<file path="src/rtl/clock_pkg.sv">
// clock_pkg: field widths and wrap limits for the time-of-day fields.
// Shared by time_keeper, the clock controller and the display blocks.
package clock_pkg;

  localparam int unsigned HOUR_W = 5;
  localparam int unsigned MIN_W  = 6;
  localparam int unsigned SEC_W  = 6;

  localparam logic [HOUR_W-1:0] HOUR_MAX = 5'd23;
  localparam logic [MIN_W-1:0]  MIN_MAX  = 6'd59;
  localparam logic [SEC_W-1:0]  SEC_MAX  = 6'd59;

endpackage

</file>
<file path="src/rtl/time_keeper_tick_gen.sv">
// tick_gen: prescaler dividing clk down to a 1 Hz tick plus a 50 % blink.
// Ports:
//   clk, rst_n  - system clock, async active-low reset
//   clear       - synchronous restart of the prescaler (and blink phase)
//   tick_1hz    - high for the one cycle where the prescaler is at CLK_HZ-1
//   blink       - registered 1 Hz square wave, high for the first half period
module tick_gen #(
  parameter int unsigned CLK_HZ = 50_000_000
) (
  input  logic clk,
  input  logic rst_n,
  input  logic clear,
  output logic tick_1hz,
  output logic blink
);

  localparam int unsigned W = $clog2(CLK_HZ);
  localparam logic [W-1:0] LAST = W'(CLK_HZ - 1);
  localparam logic [W-1:0] HALF = W'(CLK_HZ / 2);

  logic [W-1:0] div_cnt;
  logic [W-1:0] div_cnt_next;

  always_comb begin
    div_cnt_next = div_cnt + 1'b1;
    if (clear || div_cnt == LAST) begin
      div_cnt_next = '0;
    end
  end

  assign tick_1hz = (div_cnt == LAST);

  // blink is derived from the next count so it stays phase-aligned with
  // div_cnt, and a clear restarts it high together with the prescaler.
  always_ff @(posedge clk or negedge rst_n) begin
    if (!rst_n) begin
      div_cnt <= '0;
      blink   <= 1'b1;
    end else begin
      div_cnt <= div_cnt_next;
      blink   <= (div_cnt_next < HALF);
    end
  end

endmodule

</file>
<file path="src/rtl/time_keeper.sv">
// time_keeper: free-running hours/minutes/seconds counter driven by a 1 Hz
// tick, with a load port for setting the time.
// Ports:
//   clk, rst_n          - system clock, async active-low reset
//   time_count_en       - advance the time on each 1 Hz tick
//   load_en             - load strobe; hour_load/min_load captured, sec cleared
//   hour_load, min_load - load values, out-of-range values load as 0
//   hour, min, sec      - current time, registered
//   sec_tick            - one-cycle pulse with each counted second
//   day_wrap            - one-cycle pulse on 23:59:59 -> 00:00:00
//   blink               - 1 Hz 50 % duty square wave
module time_keeper
  import clock_pkg::*;
#(
  parameter int unsigned CLK_HZ = 50_000_000
) (
  input  logic              clk,
  input  logic              rst_n,
  input  logic              time_count_en,
  input  logic              load_en,
  input  logic [HOUR_W-1:0] hour_load,
  input  logic [MIN_W-1:0]  min_load,
  output logic [HOUR_W-1:0] hour,
  output logic [MIN_W-1:0]  min,
  output logic [SEC_W-1:0]  sec,
  output logic              sec_tick,
  output logic              day_wrap,
  output logic              blink
);

  logic tick_1hz;
  logic count;

  tick_gen #(
    .CLK_HZ (CLK_HZ)
  ) u_tick_gen (
    .clk      (clk),
    .rst_n    (rst_n),
    .clear    (load_en),
    .tick_1hz (tick_1hz),
    .blink    (blink)
  );

  // A load discards a coincident tick; the prescaler is cleared alongside.
  assign count = tick_1hz & time_count_en & ~load_en;

  always_ff @(posedge clk or negedge rst_n) begin
    if (!rst_n) begin
      hour     <= '0;
      min      <= '0;
      sec      <= '0;
      sec_tick <= 1'b0;
      day_wrap <= 1'b0;
    end else begin
      sec_tick <= 1'b0;
      day_wrap <= 1'b0;
      if (load_en) begin
        hour <= (hour_load > HOUR_MAX) ? '0 : hour_load;
        min  <= (min_load > MIN_MAX) ? '0 : min_load;
        sec  <= '0;
      end else if (count) begin
        sec_tick <= 1'b1;
        if (sec == SEC_MAX) begin
          sec <= '0;
          if (min == MIN_MAX) begin
            min <= '0;
            if (hour == HOUR_MAX) begin
              hour     <= '0;
              day_wrap <= 1'b1;
            end else begin
              hour <= hour + 1'b1;
            end
          end else begin
            min <= min + 1'b1;
          end
        end else begin
          sec <= sec + 1'b1;
        end
      end
    end
  end

endmodule

</file>
<file path="config.mk">
export PLATFORM = sky130hd
export DESIGN_NAME = time_keeper
export DESIGN_NICKNAME = d
export VERILOG_FILES = /design/src/rtl/clock_pkg.sv /design/src/rtl/time_keeper_tick_gen.sv /design/src/rtl/time_keeper.sv
export SDC_FILE = /design/constraint.sdc
export NUM_CORES = 1
export LEC_CHECK = 0
export ABC_AREA = 1
export BUFFER_PORTS_ARGS = -buffer_cell sky130_fd_sc_hd__buf_2
export CELL_PAD_IN_SITES_DETAIL_PLACEMENT = 0
export CELL_PAD_IN_SITES_GLOBAL_PLACEMENT = 1
export CORE_MARGIN = 1.5
export CORE_UTILIZATION = 43
export CTS_BUF_LIST = sky130_fd_sc_hd__clkbuf_2
export CTS_CLUSTER_DIAMETER = 50
export DETAILED_ROUTE_END_ITERATION = 8
export GPL_TIMING_DRIVEN = 1
export HOLD_SLACK_MARGIN = 0.05
export PLACE_DENSITY_LB_ADDON = 0.1
export SKIP_LAST_GASP = 1
export SLEW_MARGIN = 30
export SYNTH_ARGS = -nofsm -noshare
export SYNTH_HDL_FRONTEND = slang
export SYNTH_SLANG_ARGS = --single-unit
</file>
<file path="constraint.sdc">
create_clock -name clk -period 2.67 [get_ports clk]
set_clock_uncertainty 0.2 [all_clocks]
set_input_delay 0.534 -clock clk [delete_from_list [all_inputs] [get_ports clk]]
set_output_delay 0.534 -clock clk [all_outputs]
set_load 0.01 [all_outputs]
</file>
==> results of run 1 <==
worst max-delay path: cells and delay by family, from the launching register on:
family                 cells  cell delay [ns]
and+or+nand+nor            8             0.91
DFF                        1             0.46
AOI/OAI and AO/OA          2             0.52
buffers and inverters      1             0.24
cells by family (layout without fill, tap and decap cells):
family,Yosys count,in the layout
adder cells (fa/ha/maj),4,4
buffers and inverters,70,117
flip-flops,46,46
AO/OA/AOI/OAI,36,36
XOR/XNOR,12,12
AND/OR/NAND/NOR,270,270
timing repair:
item | 4_1_cts | 5_1_grt
gates resized for setup | 0 | 0
hold buffers | 1 | 0
endpoints found under the hold margin | 24 | 0
setup endpoints to repair | 0 | 0
worst paths after layout:
path / from / end / depth (start not counted)
hold / removal: hour_load[3] / hour[4] / 4
setup reg to reg: u_tick_gen.div_cnt[13] / u_tick_gen.blink / 11
min in group asynchronous: rst_n / u_tick_gen.div_cnt[3] / 2
max in group asynchronous: rst_n / min[4] / 3
setup / recovery: u_tick_gen.div_cnt[13] / u_tick_gen.blink / 11
hold reg to reg: u_tick_gen.div_cnt[0] / u_tick_gen.div_cnt[0] / 1
cell type report:
type,count,area [µm²],area share [%]
clock buffer,5,25.02,0.7488
inverter,67,259.0,7.750
timing repair buffer,43,240.2,7.188
multi-input combinational,322,1555,46.54
tap,80,100.1,2.995
clock inverter,2,10.01,0.2995
sequential,46,1152,34.48
flip-flops by register name (all words and copies together), names as in the netlist:
| name | count |
|---|---|
| day_wrap | 1 |
| min | 6 |
| u_tick_gen.div_cnt | 26 |
| hour | 5 |
| sec_tick | 1 |
| u_tick_gen.blink | 1 |
| sec | 6 |
metrics by stage:
step / cell area, µm² / setup WS [ns] / power [W]
2_1_floorplan: 2987 / 0.6397 / 0.0009097
3_3_place_gp: 3297 / 0.3295 / 0.001003
3_5_place_dp: 3297 / 0.3698 / 0.001004
4_1_cts: 3342 / 0.3044 / 0.001298
5_1_grt: 3342 / 0.1281 / 0.001367
6_report: 3342 / 0.2966 / 0.001288
synthesized netlist by cell type, types with 2 or more instances:
cell type	count	area [µm²]
nand2_1	122	457.9
nor2_1	80	300.3
inv_1	63	236.5
dfrtp_1	45	1126
nand3_1	34	170.2
o21ai_0	18	90.09
xor2_1	9	78.83
a21oi_1	6	30.03
nor3_1	6	30.03
nand3b_1	5	37.54
ha_1	4	50.05
nand4_1	4	25.02
o22ai_1	4	25.02
nand2_4	3	33.78
nor2_4	3	33.78
or2_2	3	18.77
xnor2_1	3	26.28
and2_1	2	12.51
inv_2	2	7.510
nand2_2	2	12.51
nor4_1	2	12.51
o32ai_1	2	17.52
o41ai_1	2	17.52
metal layers:
metal,up-vias,part of all wire [%],global-route usage (%)
li1,1463,-,-
met1,1293,47,30.43
met2,78,47,37.36
met3,11,4.0,3.524
met4,0,2.1,6.158
met5,-,0,0
power by group through the flow:
stage / Clock [W] / Combinational (W) / Sequential, W
after floorplan: 0 / 0.000113 / 0.000797
after global placement: 0 / 0.000217 / 0.000786
after detailed placement: 0 / 0.000217 / 0.000787
after CTS: 0.000303 / 0.000218 / 0.000776
after global routing: 0.000335 / 0.000249 / 0.000783
final: 0.000296 / 0.000216 / 0.000775
==> metrics, run 1 <==
Slew @ Worst Pin 0.6304 ns; RSZ-0062 raised after global routing false; Setup violations, final 0; die area 7455 µm²; Initial Util 44.20%; Max clock buf depth 2; P_int 0.0008783 W; Top FF cell, synth dfrtp_1; first-pass GRT wire length 12,960 µm; clock group share of total power 23.0%; H-tree depth 2; reg-to-reg slack, setup 0.30 ns; YS warnings 0; Slew Limit Fails 0; antenna-violating nets left 0; die width 86.34 µm; Setup TNS 0 ns; post-route minimum period 2.373 ns; Worst setup EP type flip-flop; final non-filler cell total 565; drt total wl 7915 µm; Hold Crit Class in2reg; Synth Area per Inst 6.819 µm²; crit path DAT 2.55 ns; overall routing resource usage 22.45%; max_slew headroom 57.97%; crit start category flip-flop; post-synthesis mux area share 0%; commonest non-fill, non-tap cell in the layout nand2_1; post-synthesis adder-cell area fraction 1.676%; Num CTS Buffers 5; largest net degree at the start of global routing 28; WS Path Type reg2reg; Vias/cell 5.035; Critical Path RT 2.84 ns; Net Count, Synth 457; sequential fraction of the synthesis area 38.58%; Distinct cells, synth 37; I/O pin total 35; fin crit share 88.89%; final RePlAce weighted congestion 0.9240; CTS tree done; # port buffers 34; worst vdd ir 0.2523 mV; register bit total from synthesis 46; Die Y 86.34 µm; final count of hold timing violations 0; post-CTS setup buffer count 0; DRT Pass-1 Iters 5; Syn-to-layout area delta 11.90%; Post-synth EDFFs 0; asr flop ratio synth 100.0%; Leak 1.721 nW; Max Cap Viol 0; Total Nets Final 504; most frequent cells in the layout 122 x nand2_1, 80 x nor2_1, 63 x inv_1; most used cell, CP nand2_1; Seq pwr share 60.2%; wire per inst 14.01 µm; synthesized area 2987 µm²; clock sinks 46; antenna violations before repair 0; grt ovf 0; combinational family with the most area after synthesis simple AND/OR/NAND/NOR gates; Post-DP HPWL 6288 µm; P_sw 0.0004093 W; share of cells above drive strength 1 14.23%; drt first-iter violations 132; DRC Markers 0; compound-gate portion of the synthesized area 7.080%; core area 6756 µm²; sw frac 31.79%; Post-Synth XOR/XNOR Area 3.519%; slowest stage cell, crit path dfrtp_1; status finished, final reports clean; Worst-path clk slew 0.27 ns; Gate power share 16.8%; Fill cells 710; CP Cell Sequence nand2_1 -> nor2_4 -> nand3b_2 -> o21ai_2 -> buf_4 -> nor2_1 -> a21oi_1 -> nand2_1 -> nand2_1 -> nand2_1 -> nor2_1; root buffer cell clkbuf_2; placed cells 557; number of cell rows 30; Post-Syn Instances 438; post-synthesis simple-gate area fraction 39.80%; maximum clock frequency 421.3 MHz; Final Core Density 49.46%; Via Count 2,845; Worst Hold Slack 0.1854 ns; PD cells 385.3 nW/µm²; worst skew pair latency 0.43 ns; CP peak stage delay 0.46 ns; Crit Path Max Fanout 9; vias in the first global route 2,647; # diodes 0
(Power assumes the default switching activity.)
==> run 2: changes to the inputs <==
- BUFFER_PORTS_ARGS: -buffer_cell sky130_fd_sc_hd__buf_2 -> default
- CORE_UTILIZATION: 43 -> 47
- DONT_BUFFER_PORTS: default -> 1
==> metrics, run 2 (synthesis gave the netlist of run 1 again) <==
PD cells 418.6 nW/µm² (was 385.3 nW/µm²); status finished, final reports clean (unchanged); die width 82.72 µm (was 86.34 µm); Slew Limit Fails 0 (unchanged); total power 0.001362 W (was 0.001288 W); slowest stage cell, crit path dlygate4sd3_1 (was dfrtp_1); CP peak stage delay 0.57 ns (was 0.46 ns); Max Cap Viol 0 (unchanged); worst vdd ir 0.2958 mV (was 0.2523 mV); CTS tree done (unchanged); drt total wl 7330 µm (was 7915 µm); Critical Path Sink day_wrap (was u_tick_gen.blink); launch point of the worst path sec[1] (was u_tick_gen.div_cnt[13]); share of cells above drive strength 1 7.473% (was 14.23%); Setup violations, final 0 (unchanged); placed cells 515 (was 557); post-CTS setup buffer count 0 (unchanged); Num CTS Buffers 5 (unchanged); final count of hold timing violations 0 (unchanged); Setup TNS 0 ns (unchanged); vias in the first global route 2,522 (was 2,647); worst r2r dst day_wrap (was u_tick_gen.blink); Die Y 82.72 µm (was 86.34 µm); worst reg-to-reg path cell count 7 (was 11); Post-DP Area 3098 µm² (was 3297 µm²); drt first-iter violations 161 (was 132); post-route minimum period 2.383 ns (was 2.373 ns); wire per inst 13.83 µm (was 14.01 µm); Reg with most FFs u_tick_gen.div_cnt (unchanged); RSZ-0062 raised after global routing false (unchanged); worst skew pair latency 0.45 ns (was 0.43 ns); Max clock buf depth 2 (unchanged); crit start category flip-flop (unchanged); reg-to-reg slack, setup 0.29 ns (was 0.30 ns); Worst-path clk slew 0.26 ns (was 0.27 ns); antenna-violating nets left 0 (unchanged); fin crit share 89.25% (was 88.89%); commonest non-fill, non-tap cell in the layout nand2_1 (unchanged); Bufs and invs on worst path 3 (was 1); CTS resizes 0 (unchanged); Total Nets Final 473 (was 504); CP Cell Sequence ha_1 -> inv_1 -> nor4_1 -> buf_4 -> nand3_1 -> nor3_1 -> dlygate4sd3_1 (was nand2_1 -> nor2_4 -> nand3b_2 -> o21ai_2 -> buf_4 -> nor2_1 -> a21oi_1 -> nand2_1 -> nand2_1 -> nand2_1 -> nor2_1); # port buffers 0 (was 34); Post-DP HPWL 5623 µm (was 6288 µm); first-pass GRT wire length 12,150 µm (was 12,960 µm); crit path DAT 2.60 ns (was 2.55 ns); antenna violations before repair 0 (unchanged); Worst setup EP type flip-flop (unchanged); maximum clock frequency 419.6 MHz (was 421.3 MHz); grt ovf 0 (unchanged); max_slew headroom 69.37% (was 57.97%); Initial Util 49.56% (was 44.20%); final RePlAce weighted congestion 0.8463 (was 0.9240); Syn-to-layout area delta 8.923% (was 11.90%); max reg flops 26 (unchanged); WHS Path Cells 3 (was 4); Hold Crit Class in2reg (unchanged); top flop regs u_tick_gen.div_cnt x26, min x6, sec x6 (unchanged); final instance area 3253 µm² (was 3342 µm²); CP delay by family, top buffers and inverters (was simple AND/OR/NAND/NOR gates); overall routing resource usage 24.08% (was 22.45%); WS Path Type reg2reg (unchanged); die area 6842 µm² (was 7455 µm²); # diodes 0 (unchanged); final non-filler cell total 530 (was 565); largest net degree at the start of global routing 47 (was 28); number of cell rows 28 (was 30); DRT Pass-1 Iters 4 (was 5); Vias/cell 5.077 (was 5.035); I/O pin total 35 (unchanged); Critical Path RT 2.89 ns (was 2.84 ns); Worst path depth 7 (was 11); Worst R2R Start sec[1] (was u_tick_gen.div_cnt[13]); Crit Path Max Fanout 4 (was 9); Leak 1.604 nW (was 1.721 nW); root buffer cell clkbuf_2 (unchanged); Slew @ Worst Pin 0.4578 ns (was 0.6304 ns); DRC Markers 0 (unchanged); core area 6026 µm² (was 6756 µm²); clock sinks 46 (unchanged); Via Count 2,691 (was 2,845); Worst Hold Slack 0.07159 ns (was 0.1854 ns); most frequent cells in the layout 122 x nand2_1, 80 x nor2_1, 63 x inv_1 (unchanged); H-tree depth 2 (unchanged)
-- run 2: cell count changes in the layout (fill, tap and decap cells not counted), sizes merged --
cell         before  now
buf              42    6
bufinv            0    1
clkbuf            5    6
clkinv            3    1
clkinvlp          0    1
dlygate4sd3       1    6
-- run 2: repair_timing --
action / CTS / global route
endpoints found under the setup margin: 0 / 0
hold endpoints to repair: 51 / 0
hold buffers: 7 / 0
-- run 2: how the worst min path moves through the flow --
stage	start	endpoint	slack, ns
floorplan	rst_n	day_wrap	0.04
global placement	rst_n	u_tick_gen.div_cnt[13]	0.04
detailed placement	rst_n	u_tick_gen.div_cnt[13]	0.04
CTS	hour_load[3]	hour[4]	0.06
global route	hour_load[3]	hour[4]	0.06
finish	hour_load[3]	hour[4]	0.07
-- run 2: cell type report --
| class | instances | area (µm²) |
|---|---|---|
| Sequential cell | 46 | 1152 |
| Multi-Input combinational cell | 322 | 1555 |
| Fill cell | 620 | 2773 |
| Tap cell | 75 | 93.84 |
| Timing Repair Buffer | 12 | 125.1 |
| Clock buffer | 6 | 30.03 |
| Inverter | 67 | 259.0 |
| Clock inverter | 2 | 37.54 |
-- run 2: per-stage QoR --
stage / setup slack (ns) / util (%)
floorplan: 0.6397 / -
global placement: 0.3628 / 51.41
detailed placement: 0.3263 / 51.41
CTS: 0.2944 / 53.99
global route: 0.09842 / 53.99
finish: 0.2870 / 53.99
-- run 2: routing by layer --
metal,vias to the layer above,GRT usage (%),part of all wire (%)
li1,1406,-,-
met1,1231,32.30,48
met2,49,40.16,47
met3,5,4.945,3.6
met4,0,5.000,0.94
met5,-,0,0
-- run 2: where the power goes --
group          switching, W  internal [W]
clock network      0.000246      0.000161
registers         0.0000620      0.000734
logic             0.0000946     0.0000640
total              0.000402      0.000960
-- run 2: worst reg2reg max path, delay by kind of cell (launching register included) --
family	cells	cell delay, ns
adder cells (fa/ha/maj)	1	0.25
flip-flops	1	0.51
AND/OR/NAND/NOR	3	0.58
buffers and inverters	3	0.82
